[src/rtl/ddr3_wr_pkg.sv]
// DDR3 write-path shared definitions.
// Header layout is also used by the header producer and read side.
package ddr3_wr_pkg;

  typedef enum logic [2:0] {
    IDLE,
    TST_HDR,
    SYNC_ERR,
    RESYNC,
    INIT,
    WRITE,
    HDR_WAIT,
    DONE
  } state_t;

  localparam logic [1:0] HDR_TAG = 2'b01;

  localparam int HDR_START_LSB   = 35;
  localparam int HDR_START_W     = 23;
  localparam int HDR_CNT_LSB     = 64;
  localparam int HDR_CNT_W       = 21;
  localparam int HDR_EXTRA_WORDS = 2;

endpackage

[src/rtl/ddr3_wr_throttle.sv]
// Tracks data words accepted ahead of their write commands.
// Data stalls at AHEAD_MAX; commands only issue for buffered data.
module ddr3_wr_throttle #(
  parameter int AHEAD_MAX = 16
) (
  input  logic clk,
  input  logic reset,
  input  logic clear,
  input  logic data_accept,
  input  logic addr_accept,
  output logic data_allow,
  output logic addr_allow
);

  logic [7:0] ahead;

  // up on data only, down on address only
  always_ff @(posedge clk) begin
    if (reset || clear) begin
      ahead <= 8'd0;
    end else if (data_accept && !addr_accept) begin
      ahead <= ahead + 8'd1;
    end else if (addr_accept && !data_accept) begin
      ahead <= ahead - 8'd1;
    end
  end

  assign data_allow = ahead < 8'(AHEAD_MAX);
  assign addr_allow = ahead != 8'd0;

endmodule

[src/rtl/ddr3_wr_ctrl_param.sv]
// Moves framed fills from the ADC FIFO into DDR3 and posts the
// fill header once the whole fill has been written.
module ddr3_wr_ctrl_param #(
  parameter int DATA_W            = 128,
  parameter int ADDR_W            = 26,
  parameter int COL_LSB_W         = 3,
  parameter int START_W           = ddr3_wr_pkg::HDR_START_W,
  parameter int START_LSB         = ddr3_wr_pkg::HDR_START_LSB,
  parameter int CNT_W             = ddr3_wr_pkg::HDR_CNT_W,
  parameter int CNT_LSB           = ddr3_wr_pkg::HDR_CNT_LSB,
  parameter int EXTRA_WORDS       = ddr3_wr_pkg::HDR_EXTRA_WORDS,
  parameter logic [1:0] HDR_TAG   = ddr3_wr_pkg::HDR_TAG,
  parameter int AHEAD_MAX         = 16,
  parameter bit RESYNC_EN         = 1'b1
) (
  input  logic              clk,
  input  logic              reset,
  input  logic              acq_enabled,
  input  logic [DATA_W-1:0] ddr3_wr_fifo_dat,
  input  logic              ddr3_wr_fifo_empty,
  output logic              ddr3_wr_fifo_rd_en,
  output logic [DATA_W-1:0] app_wdf_data,
  output logic              app_wdf_wren,
  output logic              app_wdf_end,
  input  logic              app_wdf_rdy,
  output logic [ADDR_W-1:0] ddr3_wr_addr,
  output logic              wr_app_en,
  input  logic              wr_app_rdy,
  output logic [DATA_W-1:0] fill_header_wr_dat,
  output logic              fill_header_wr_en,
  input  logic              fill_header_full,
  output logic              ddr3_wr_busy,
  output logic              ddr3_wr_sync_err,
  output logic [15:0]       sync_err_cnt,
  output logic [31:0]       fill_cnt
);
  import ddr3_wr_pkg::*;

  state_t             state;
  logic [START_W-1:0] address_gen;
  logic [CNT_W-1:0]   burst_cntr;
  logic [CNT_W-1:0]   addr_cntr;
  logic [CNT_W-1:0]   hdr_cnt;
  logic               tag_ok;
  logic               in_write;
  logic               in_resync;
  logic               data_accept;
  logic               addr_accept;
  logic               data_allow;
  logic               addr_allow;

  assign tag_ok    = ddr3_wr_fifo_dat[DATA_W-1 -: 2] == HDR_TAG;
  assign in_write  = state == WRITE;
  assign in_resync = state == RESYNC;
  assign hdr_cnt   = fill_header_wr_dat[CNT_LSB +: CNT_W]
                   + CNT_W'(EXTRA_WORDS);

  assign app_wdf_data = ddr3_wr_fifo_dat;
  assign app_wdf_wren = in_write && !ddr3_wr_fifo_empty
                     && burst_cntr != '0 && data_allow;
  assign app_wdf_end  = app_wdf_wren;
  assign data_accept  = app_wdf_wren && app_wdf_rdy;

  assign wr_app_en    = in_write && addr_allow && addr_cntr != '0;
  assign addr_accept  = wr_app_en && wr_app_rdy;
  assign ddr3_wr_addr = {address_gen, {COL_LSB_W{1'b0}}};

  // junk words are dropped only while hunting for a header
  assign ddr3_wr_fifo_rd_en = data_accept
    || (in_resync && !ddr3_wr_fifo_empty && !tag_ok);

  ddr3_wr_throttle #(
    .AHEAD_MAX(AHEAD_MAX)
  ) u_throttle (
    .clk        (clk),
    .reset      (reset),
    .clear      (state == INIT),
    .data_accept(data_accept),
    .addr_accept(addr_accept),
    .data_allow (data_allow),
    .addr_allow (addr_allow)
  );

  // fill sequencing, burst/address counters and status registers
  always_ff @(posedge clk) begin
    if (reset) begin
      state              <= IDLE;
      address_gen        <= '0;
      burst_cntr         <= '0;
      addr_cntr          <= '0;
      fill_header_wr_dat <= '0;
      fill_header_wr_en  <= 1'b0;
      ddr3_wr_busy       <= 1'b0;
      ddr3_wr_sync_err   <= 1'b0;
      sync_err_cnt       <= '0;
      fill_cnt           <= '0;
    end else begin
      ddr3_wr_sync_err  <= 1'b0;
      fill_header_wr_en <= 1'b0;
      if (data_accept) begin
        burst_cntr <= burst_cntr - CNT_W'(1);
      end
      if (addr_accept) begin
        addr_cntr   <= addr_cntr - CNT_W'(1);
        address_gen <= address_gen + START_W'(1);
      end
      unique case (state)
        IDLE: begin
          if (!ddr3_wr_fifo_empty && acq_enabled) begin
            state        <= TST_HDR;
            ddr3_wr_busy <= 1'b1;
          end
        end
        TST_HDR: begin
          fill_header_wr_dat <= ddr3_wr_fifo_dat;
          if (tag_ok) begin
            state <= INIT;
          end else begin
            if (sync_err_cnt != 16'hFFFF) begin
              sync_err_cnt <= sync_err_cnt + 16'd1;
            end
            ddr3_wr_sync_err <= 1'b1;
            state <= RESYNC_EN ? RESYNC : SYNC_ERR;
          end
        end
        SYNC_ERR: begin
          ddr3_wr_sync_err <= 1'b1;
        end
        RESYNC: begin
          if (!ddr3_wr_fifo_empty && tag_ok) begin
            state <= TST_HDR;
          end
        end
        INIT: begin
          address_gen <=
            fill_header_wr_dat[START_LSB +: START_W];
          burst_cntr <= hdr_cnt;
          addr_cntr  <= hdr_cnt;
          state      <= WRITE;
        end
        WRITE: begin
          if (burst_cntr == '0 && addr_cntr == '0) begin
            if (!fill_header_full) begin
              state             <= DONE;
              fill_header_wr_en <= 1'b1;
              fill_cnt          <= fill_cnt + 32'd1;
            end else begin
              state <= HDR_WAIT;
            end
          end
        end
        HDR_WAIT: begin
          if (!fill_header_full) begin
            state             <= DONE;
            fill_header_wr_en <= 1'b1;
            fill_cnt          <= fill_cnt + 32'd1;
          end
        end
        DONE: begin
          state        <= IDLE;
          ddr3_wr_busy <= 1'b0;
        end
        default: begin
          state <= IDLE;
        end
      endcase
    end
  end

endmodule

[config.mk]
export PLATFORM = sky130hd
export DESIGN_NAME = ddr3_wr_ctrl_param
export DESIGN_NICKNAME = d
export VERILOG_FILES = /design/src/rtl/ddr3_wr_pkg.sv /design/src/rtl/ddr3_wr_throttle.sv /design/src/rtl/ddr3_wr_ctrl_param.sv
export SDC_FILE = /design/constraint.sdc
export NUM_CORES = 1
export LEC_CHECK = 0
export CORE_AREA = 2 2 184 186
export DETAILED_ROUTE_END_ITERATION = 10
export DIE_AREA = 0 0 186 188
export GPL_TIMING_DRIVEN = 0
export PLACE_DENSITY = 0.76
export SETUP_SLACK_MARGIN = 0.15
export SYNTH_ARGS = -nofsm -noshare
export SYNTH_HDL_FRONTEND = slang
export SYNTH_SLANG_ARGS = --single-unit
[constraint.sdc]
create_clock -name clk -period 4.84 [get_ports clk]
set_input_delay 0.968 -clock clk [delete_from_list [all_inputs] [get_ports clk]]
set_output_delay 0.968 -clock clk [all_outputs]
set_load 0.01 [all_outputs]
# == After elaboration in Yosys (flattened, before gate mapping) ==
# Cells that the tools add are included.
# totals
regBits,255
inputBits,135
wordCells,95
# op_classes
addsub,8
n_lt_le_gt_ge,1
n_eq_ne,13
muxes,25
bitwise_logic,1
reduce_logical,36
# ops
operator,count
$mux W21,4
$mux W32,2
$pmux W32 S2,1
$mux W23,2
$logic_not A21 Y1,2
$reduce_bool A21 Y1,2
$sub A21 B1 Y21 const B,2
$add A32 B1 Y32 const B,1
$add A23 B1 Y23 const B,1
$add A21 B2 Y21 const B,1
$pmux W3 S7,1
$add A16 B1 Y16 const B,1
$mux W8,2
$ne A16 B16 Y1 const B,1
$mux W3,5
$logic_and A1 B1 Y1,14
$eq A3 B3 Y1 const B,4
$reduce_bool A2 Y1,5
$add A8 B1 Y8 const B,1
$lt A8 B5 Y1 const B,1
$reduce_bool A8 Y1,1
$sub A8 B1 Y8 const B,1
$reduce_bool A7 Y1,1
$eq A3 B2 Y1 const B,2
13 further kinds,26

# == Longest topological paths before layout ==
# Gate-level depths: netlist of the first run.
# logic_depth
depth_word,9
ltp_mapped,15

# == Modules after synthesis ==
# A second synthesis of the first run with hierarchy kept.
# unflattened
cells_unflattened,1618
area_unflattened_um2,12652.1
# modules_own_cells
module,n_inst,cells_each,area_per_inst_um2,seq_area_each_um2
ddr3_wr_ctrl_param,1,1545,12029.0,4944.7
ddr3_wr_throttle,1,73,623.1,160.2

# == Worst setup path after synthesis of the first run ==
# No wires, ideal clock.
# synth_path
path_type,input to register
startpoint,input wr_app_rdy
endpoint,register u_throttle.ahead[7]
setup_ps,72
arrival_time_ps,3958
required_time_ps,4768
path_slack_ps,810
cell_stages,13
cell_sequence,and4b_1 a21bo_2 a21oi_1 clkinv_1 buf_1 ha_1 inv_1 ha_1 a211oi_1 a21oi_1 o41ai_1 mux2i_1 mux2i_1
# synth_via
elab_chain_cells,4
word_cells_on_any_way,6
# synth_lines
element,line_no,source
from (decl),ddr3_wr_ctrl_param.sv:28,"input logic wr_app_rdy,"
$logic_and A1 B1 Y1 (*),ddr3_wr_ctrl_param.sv:65,assign addr_accept = wr_app_en && wr_app_rdy;
$logic_not A1 Y1,ddr3_wr_throttle.sv:21,end else if (data_accept && !addr_accept) begin
$logic_and A1 B1 Y1,ddr3_wr_throttle.sv:21,
$mux W8 or $reduce_bool A2 Y1 (tied branches),--,
to (signal assigned),ddr3_wr_throttle.sv:22,ahead <= ahead + 8'd1;
to (signal assigned),ddr3_wr_throttle.sv:24,ahead <= ahead - 8'd1;
to (decl),ddr3_wr_throttle.sv:15,logic [7:0] ahead;
# Every way passes the cells marked *; elsewhere a longest branch is shown, timed or not.
# A chain may end at the register's enable or synchronous reset.

# == Worst setup path after layout of the first run ==
# layout_path
startpoint,register addr_cntr[0]
endpoint,output wr_app_en
# layout_via
elab_chain_cells,2
# layout_lines
element,line_no,source
from (decl),ddr3_wr_ctrl_param.sv:42,logic [CNT_W-1:0] addr_cntr;
from (signal assigned),ddr3_wr_ctrl_param.sv:104,addr_cntr <= addr_cntr - CNT_W'(1);
from (signal assigned),ddr3_wr_ctrl_param.sv:138,addr_cntr <= hdr_cnt;
$reduce_bool A21 Y1,ddr3_wr_ctrl_param.sv:64,assign wr_app_en = in_write && addr_allow && addr_cntr != '0;
$logic_and A1 B1 Y1,ddr3_wr_ctrl_param.sv:64,
to (decl),ddr3_wr_ctrl_param.sv:27,"output logic wr_app_en,"
# Every way passes these cells.

==> results of run 1 <==
cell families (layout without fill, tap and decap cells):
group / count (synthesis) / after routing / synth area share, %
adder cells (fa/ha/maj): 16 / 16 / 1.56
AO/OA/AOI/OAI: 375 / 375 / 17.8
buffers and inverters: 265 / 784 / 11.4
AND/OR/NAND/NOR: 712 / 712 / 25.2
XOR/XNOR: 30 / 30 / 1.97
flip-flops: 255 / 255 / 38.3
multiplexers: 46 / 46 / 3.76
other: 1 / 3 / 0.0281
critical path: stages, from the launching register on:
cell and delay (ps):
dfxtp_1 340, inv_1 90, ha_1 190, or3b_2 530, or4_4 580, clkbuf_1 290, nor2_1 370, a211oi_1 120
clkdlybuf4s50_1 530
synthesized netlist by cell type, drive strengths merged (7+ instances only):
cell and count:
inv 26, or3 22, xor2 20, nand3 62, nand4 35, o2111ai 8
a31oi 25, ha 15, and4 10, dfxtp 255, nor3 29, nor2 104
o211ai 20, mux2 32, and2 10, nor2b 32, or4 13, a21oi 191
mux2i 14, buf 145, xnor2 10, o21ai 27, o21a 7, and3 11
nand2 325, o22a 7, a211oi 17, clkbuf 93, nor4 32
final cells by class:
class	instances	area [sq um]
Fill cell	2950	13500
Timing Repair Buffer	467	4670
Tap cell	448	561
Multi-Input combinational cell	1182	6730
Inverter	27	103
Clock inverter	10	154
Buffer	237	1410
Sequential cell	255	5100
Clock buffer	43	838
worst paths after layout:
kind | from | endpoint | slack [ps] | depth (start not counted)
max reg2reg | addr_cntr[0] | u_throttle.ahead[7] | 540 | 14
min reg2reg | fill_header_wr_dat[108] | fill_header_wr_dat[108] | 450 | 2
max | addr_cntr[0] | wr_app_en | 280 | 8
min | fill_header_wr_dat[108] | fill_header_wr_dat[108] | 450 | 2
flip-flops by register name (all words and copies together), names as in the netlist:
register            cells
burst_cntr             21
address_gen            23
u_throttle.ahead        8
fill_header_wr_dat    128
state                   3
ddr3_wr_sync_err        1
fill_cnt               32
addr_cntr              21
ddr3_wr_busy            1
sync_err_cnt           16
fill_header_wr_en       1
metrics by stage:
step | hold WS, ps | std cells | power (uW) | setup TNS, ps | util [%]
after floorplan | 446 | 1702 | 2880 | 0 | -
final | 451 | 2669 | 5770 | 0 | 59.1
after global placement | 442 | 2617 | 3470 | -1850 | 56.1
after global routing | 469 | 2669 | 5960 | 0 | 59.1
after detailed placement | 445 | 2617 | 3490 | -2190 | 56.1
after CTS | 452 | 2669 | 5770 | 0 | 59.1
power by group:
part / internal, uW / switching [uW]
clock network: 1400 / 904
logic: 563 / 613
registers: 2200 / 88.0
per-layer routing:
metal / wire length, um / up-vias / track usage (%)
li1: - / 6896 / -
met1: 20200 / 6926 / 34.2
met2: 25700 / 628 / 50.2
met3: 3680 / 114 / 4.29
met4: 1840 / 0 / 10.6
met5: 0 / - / 0
timing repair:
item                       in CTS  in global routing
hold buffers                    0                  0
setup endpoints to repair       5                  3
gates resized for setup         3                  3
gates cloned                    0                  0
==> reports/results.md, run 1 <==
| Quantity | Reported | Unit |
|---|---|---|
| Status | finished clean | - |
| Most frequently used flop master after synthesis | dfxtp_1 | - |
| Static power due to leakage | 0.00708 | uW |
| Synthesis Warnings | 0 | - |
| Arrival time worst endpoint | 3590 | ps |
| Number of standard cells after synthesis | 1700 | - |
| Area share of the largest cell type after synthesis | 38.3 | % |
| Synthesized flop and latch total | 255 | - |
| Final worst clock skew | 13.6 | ps |
| Async set or reset register ratio after synthesis | 0 | % |
| Max Cap Viol | 0 | - |
| PD cells | 295 | nW/um^2 |
| Htree depth | 1 | - |
| Netlist area before placement | 13300 | sq um |
| Post-layout minimum cycle time | 4560 | ps |
| Most frequent cells in the layout | clkdlybuf4s50_1 (467), nand2_1 (325), dfxtp_1 (255) | - |
| Critical Path RT | 3870 | ps |
| Initial DRC Count | 1201 | - |
| Number of setup buffers added after CTS | 0 | - |
| Setup repair after global routing missed its margin | no | - |
| Sequential element share of the synthesized area | 38.3 | % |
| Peak supply drop | 0.240 | mV |
| Buffer cell driving the clock tree root | clkbuf_16 | - |
| Final number of setup-violating endpoints | 0 | - |
| Worst Setup Path Type | reg -> out | - |
| Post-DR vias/cell | 5.46 | - |
| Final ANT Viol Nets | 0 | - |
| Post-route cell area | 19600 | sq um |
| Overflow left after global routing | 0 | - |
| Worst Slack Setup Final | 283 | ps |
| Sinks on the clock net | 255 | - |
| Overall routing resource usage | 28.3 | % |
| Effective utilization at floorplan | 40.2 | % |
| Number of hold-slack violations in the final timing report | 0 | - |
| Number of port buffers | 467 | - |
| Critical path fanouts, max | 10 | - |
| Antenna cell count | 0 | - |
| Number of antenna violations at the first check in global routing | 0 | - |
| Clock latency of the later-clocked register in the worst-skew pair | 550 | ps |
| Clock tree from TritonCTS | done | - |
| Number of remaining DRC errors | 0 | - |
| Total Wirelength | 51.4 | mm |
| Main area contributors after synthesis | dfxtp_1 (38%), nand2_1 (9.2%), buf_4 (7.4%), a21oi_1 (7.2%), nor2_1 (2.9%) | - |
| Fin crit share | 94.2 | % |
| Area of the core region | 33100 | sq um |
| Via Count | 14564 | - |
| DP Worst Slack | -732 | ps |
| Number of placement rows | 67 | - |
| Die Area | 35000 | sq um |
| Final Max Tran Viols | 0 | - |
| Placed cell area | 18600 | sq um |
| Final Wtd Congestion | 0.951 | - |
| Num CTS Buffers | 29 | - |
| Layout cells sized above 1 | 10.8 | % |
| Highest Clock Rate | 219 | MHz |
| HPWL Detailed | 39.3 | mm |
| Most area-hungry cell type in the Yosys netlist | dfxtp_1 | - |
| Area growth from synthesis to layout | 46.9 | % |
| Reg clk slew, reported paths | 60 | ps |
| Die Width | 186 | um |
| Largest net degree at the start of global routing | 18 | - |
| Layout Nets | 2350 | - |
| Vertical extent of the die | 188 | um |
| Mean Syn Cell Area | 7.84 | sq um |
| Leading cell type in the layout, fill and taps excluded | clkdlybuf4s50_1 | - |
| Count of flip-flops with a built-in enable after synthesis | 0 | - |
| Via count of the first global-routing pass | 13995 | - |
| Hold/Removal Path Class | reg -> reg | - |
| Buffer depth of the longest clock path | 3 | - |
| Slew headroom | 24.9 | % |
| Startpoint kind of the worst setup timing path | register | - |
| Critical path endpoint category | output port | - |
| Global-route wire length before repair | 77.8 | mm |
| Number of top-level design ports | 472 | - |
| Least-Margin Pin Slew | 1120 | ps |
| Routed wirelength normalized by instance count | 19.3 | um |
| 1st-pass router iterations | 6 | - |
| Distinct cells, synth | 75 | - |
Note: power is estimated with default switching activity, not from simulation.
==> run 2, diff against run 1 <==
Settings changed: ABC_AREA set to 1, CORE_AREA 2 2 184 186 to unset, CORE_ASPECT_RATIO set to 0.75, CORE_UTILIZATION set to 47, DIE_AREA 0 0 186 188 to unset, PLACE_DENSITY 0.76 to 0.85.
==> reports/results.md, run 2 <==
| Quantity | Reported | Unit | Delta |
|---|---|---|---|
| Number of port buffers | 467 | - | unchanged |
| DP Worst Slack | 991 | ps | +1720 ps |
| Arrival time worst endpoint | 2790 | ps | -800 ps |
| Relative contribution of the clock network to total power | 26.2 | % | -14 points |
| Compound-Gate Fraction of Synth Area | 12.1 | % | -5.7 points |
| Count of flip-flops with a built-in enable after synthesis | 0 | - | unchanged |
| Number of remaining DRC errors | 0 | - | unchanged |
| Clock latency of the later-clocked register in the worst-skew pair | 550 | ps | about the same |
| Effective utilization at floorplan | 48.3 | % | +8.0 points |
| Most frequent cell after synthesis | nand2_1 | - |  |
| Most frequent cells in the layout | nand2_1 (653), clkdlybuf4s50_1 (467), nor2_1 (263) | - |  |
| Layout cells sized above 1 | 9.91 | % | -0.85 points |
| Number of top-level design ports | 472 | - | unchanged |
| Worst Setup Path Type | in -> out | - |  |
| Routed wirelength normalized by instance count | 18.3 | um | -5.0% |
| Buffer depth of the longest clock path | 3 | - | unchanged |
| Count of instances resized after the clock tree is built | 0 | - | -3 |
| Simple-gate share of the synthesized area | 33.7 | % | +8.4 points |
| Hold buffer count at cts | 0 | - | unchanged |
| Largest net degree at the start of global routing | 15 | - | -3 |
| Die Width | 203 | um | +9.0% |
| Overall routing resource usage | 35.0 | % | +6.7 points |
| Global-route wire length before repair | 85.3 | mm | +9.6% |
| Net switching power | 3250 | uW | +100% |
| Setup repair after global routing missed its margin | no | - |  |
| Leading cell type in the layout, fill and taps excluded | nand2_1 | - |  |
| Startpoint kind of the worst setup timing path | input pin | - |  |
| Synthesized flop and latch total | 255 | - | unchanged |
| Number of hold-slack violations in the final timing report | 0 | - | unchanged |
| Xor-xnor portion of the synthesized cell area | 2.78 | % | +0.81 points |
| Registers with the most flip-flops | fill_header_wr_dat x128, fill_cnt x32, address_gen x23 | - |  |
| Via Count | 16298 | - | +12% |
| Area share of the largest cell type after synthesis | 36.0 | % | -2.3 points |
| Netlist area before placement | 14200 | sq um | +6.5% |
| Final number of setup-violating endpoints | 0 | - | unchanged |
| Total Wirelength | 56.1 | mm | +9.1% |
| Worst Slack Setup Final | 1080 | ps | +801 ps |
| Htree depth | 1 | - | unchanged |
| Sinks on the clock net | 255 | - | unchanged |
| Mean Syn Cell Area | 6.61 | sq um | -16% |
| Most area-hungry cell type in the Yosys netlist | dfxtp_1 | - |  |
| Post-layout minimum cycle time | 3760 | ps | -801 ps |
| Num CTS Buffers | 27 | - | -6.9% |
| Number of placement rows | 54 | - | -19% |
| Number of setup buffers added after CTS | 0 | - | unchanged |
| Final Max Tran Viols | 0 | - | unchanged |
| Final ANT Viol Nets | 0 | - | unchanged |
| PD cells | 419 | nW/um^2 | +42% |
| Most frequently used flop master after synthesis | dfxtp_1 | - |  |
| Vertical extent of the die | 152 | um | -19% |
| Multiplexer fraction of the synthesized cell area | 0 | % | -3.8 points |
| Number of antenna violations at the first check in global routing | 7 | - | +7 |
| Number of standard cells after synthesis | 2147 | - | +26% |
| Hold/Removal Path Class | reg -> reg | - |  |
| Fin crit share | 77.6 | % | -17 points |
| Layout Nets | 2796 | - | +19% |
| Die Area | 30900 | sq um | -12% |
| Initial DRC Count | 1361 | - | +13% |
| Reg with most FFs | fill_header_wr_dat | - |  |
| Clock tree from TritonCTS | done | - |  |
| Buffer cell driving the clock tree root | clkbuf_16 | - |  |
| Critical path fanouts, max | 4 | - | -6 |
| Highest Clock Rate | 266 | MHz | +21% |
| Synthesis Warnings | 0 | - | unchanged |
| Adder-cell share of the synthesized area | 1.46 | % | -0.095 points |
| Area of the core region | 29400 | sq um | -11% |
| Slew headroom | 46.4 | % | +22 points |
| Max Cap Viol | 0 | - | unchanged |
| Sequential share of power | 32.7 | % | -6.9 points |
| Combinational family with the most area after synthesis | simple AND/OR/NAND/NOR gates | - |  |
| Peak supply drop | 0.278 | mV | +16% |
| Setup TNS Final | 0 | ps | unchanged |
| Distinct cells, synth | 45 | - | -40% |
| HPWL Detailed | 43.9 | mm | +12% |
| Switching Share | 38.2 | % | +10 points |
| Fillers | 2476 | - | -16% |
| 1st-pass router iterations | 8 | - | +2 |
| Post-DR vias/cell | 5.32 | - | -2.5% |
| Static power due to leakage | 0.00827 | uW | +17% |
| Via count of the first global-routing pass | 15200 | - | +8.6% |
| Least-Margin Pin Slew | 804 | ps | -312 ps |
| Main area contributors after synthesis | dfxtp_1 (36%), nand2_1 (17%), a21oi_1 (7.6%), buf_4 (7.4%), nor2_1 (7.0%) | - |  |
| Overflow left after global routing | 0 | - | unchanged |
| Combinational fraction of design power | 41.1 | % | +21 points |
| Async set or reset register ratio after synthesis | 0 | % | unchanged |
| Reg clk slew, reported paths | 60 | ps | about the same |
| Ranking of synthesized cells by instance count | nand2_1 (653), nor2_1 (263), dfxtp_1 (255) | - |  |
| Critical path endpoint category | output port | - |  |
| Flip-flop count of the largest register, all copies and words added | 128 | - | unchanged |
| Final worst clock skew | 9.13 | ps | -4.50 ps |
| Area growth from synthesis to layout | 43.2 | % |  |
| Final Wtd Congestion | 1.00 | - | +5.2% |
| Sequential element share of the synthesized area | 36.0 | % | -2.3 points |
| Status | finished clean | - |  |
| Critical Path RT | 3870 | ps | about the same |
| Internal Pwr Total | 5250 | uW | +26% |
run 2: logic make-up (layout without fill, tap and decap cells):
family / count (synthesis) / after routing
and+or+nand+nor: 1143 / 1143
adders and majority gates: 16 / 16
xor gates and xnor gates: 45 / 45
buffers and inverters: 362 / 878
other: 1 / 10
DFF: 255 / 255
AOI/OAI and AO/OA: 325 / 325
run 2: power groups by stage:
stage | Clock, uW | Combinational [uW] | Sequential, uW
3_5_place_dp | 0 | 3430 | 2810
2_1_floorplan | 0 | 1810 | 2890
3_3_place_gp | 0 | 3360 | 2800
4_1_cts | 2240 | 3460 | 2770
5_1_grt | 2320 | 3790 | 2820
6_report | 2230 | 3490 | 2780
run 2: layer usage:
| layer | wire length, um | vias to the layer above | global-route usage, % |
|---|---|---|---|
| met5 | 0 | - | 0 |
| met1 | 22100 | 7488 | 44.0 |
| met2 | 25900 | 849 | 57.3 |
| met3 | 4820 | 196 | 5.58 |
| li1 | - | 7765 | - |
| met4 | 3320 | 0 | 19.3 |
run 2: path summary, 6_finish.rpt:
kind                           startpoint                      end  slack, ps  cells past startpoint
setup / recovery    ddr3_wr_fifo_dat[127]       ddr3_wr_fifo_rd_en       1080                      4
hold / removal    fill_header_wr_dat[111]  fill_header_wr_dat[111]        460                      2
setup reg to reg             addr_cntr[0]      u_throttle.ahead[7]       1510                     17
hold reg to reg   fill_header_wr_dat[111]  fill_header_wr_dat[111]        460                      2
run 2: cell type report:
type	count	area, sq um	share of cell area (%)
repair buffers	467	4670	23.0
well taps	392	490	2.41
clock buffers	35	756	3.72
multi-input cells	1532	7100	34.9
inverters	140	526	2.59
diodes	7	17.5	0.0862
plain buffers	222	1470	7.23
clock inverters	14	183	0.899
flip-flops and latches	255	5100	25.1
run 2: through the flow:
stage	area, sq um	hold WS [ps]	power (uW)	instances	util, %
after detailed placement	19400	455	6240	3008	65.9
after floorplan	14200	439	4700	2149	-
after CTS	20300	465	8460	3057	69.1
after global routing	20300	480	8930	3064	69.1
after global placement	19400	449	6150	3008	65.9
final	20300	462	8510	3064	69.1
run 2: worst max-delay path, stage by stage:
cell             delay [ps]
clkdlybuf4s50_1         610
nor2_1                  200
o41ai_1                 320
clkdlybuf4s50_1         680
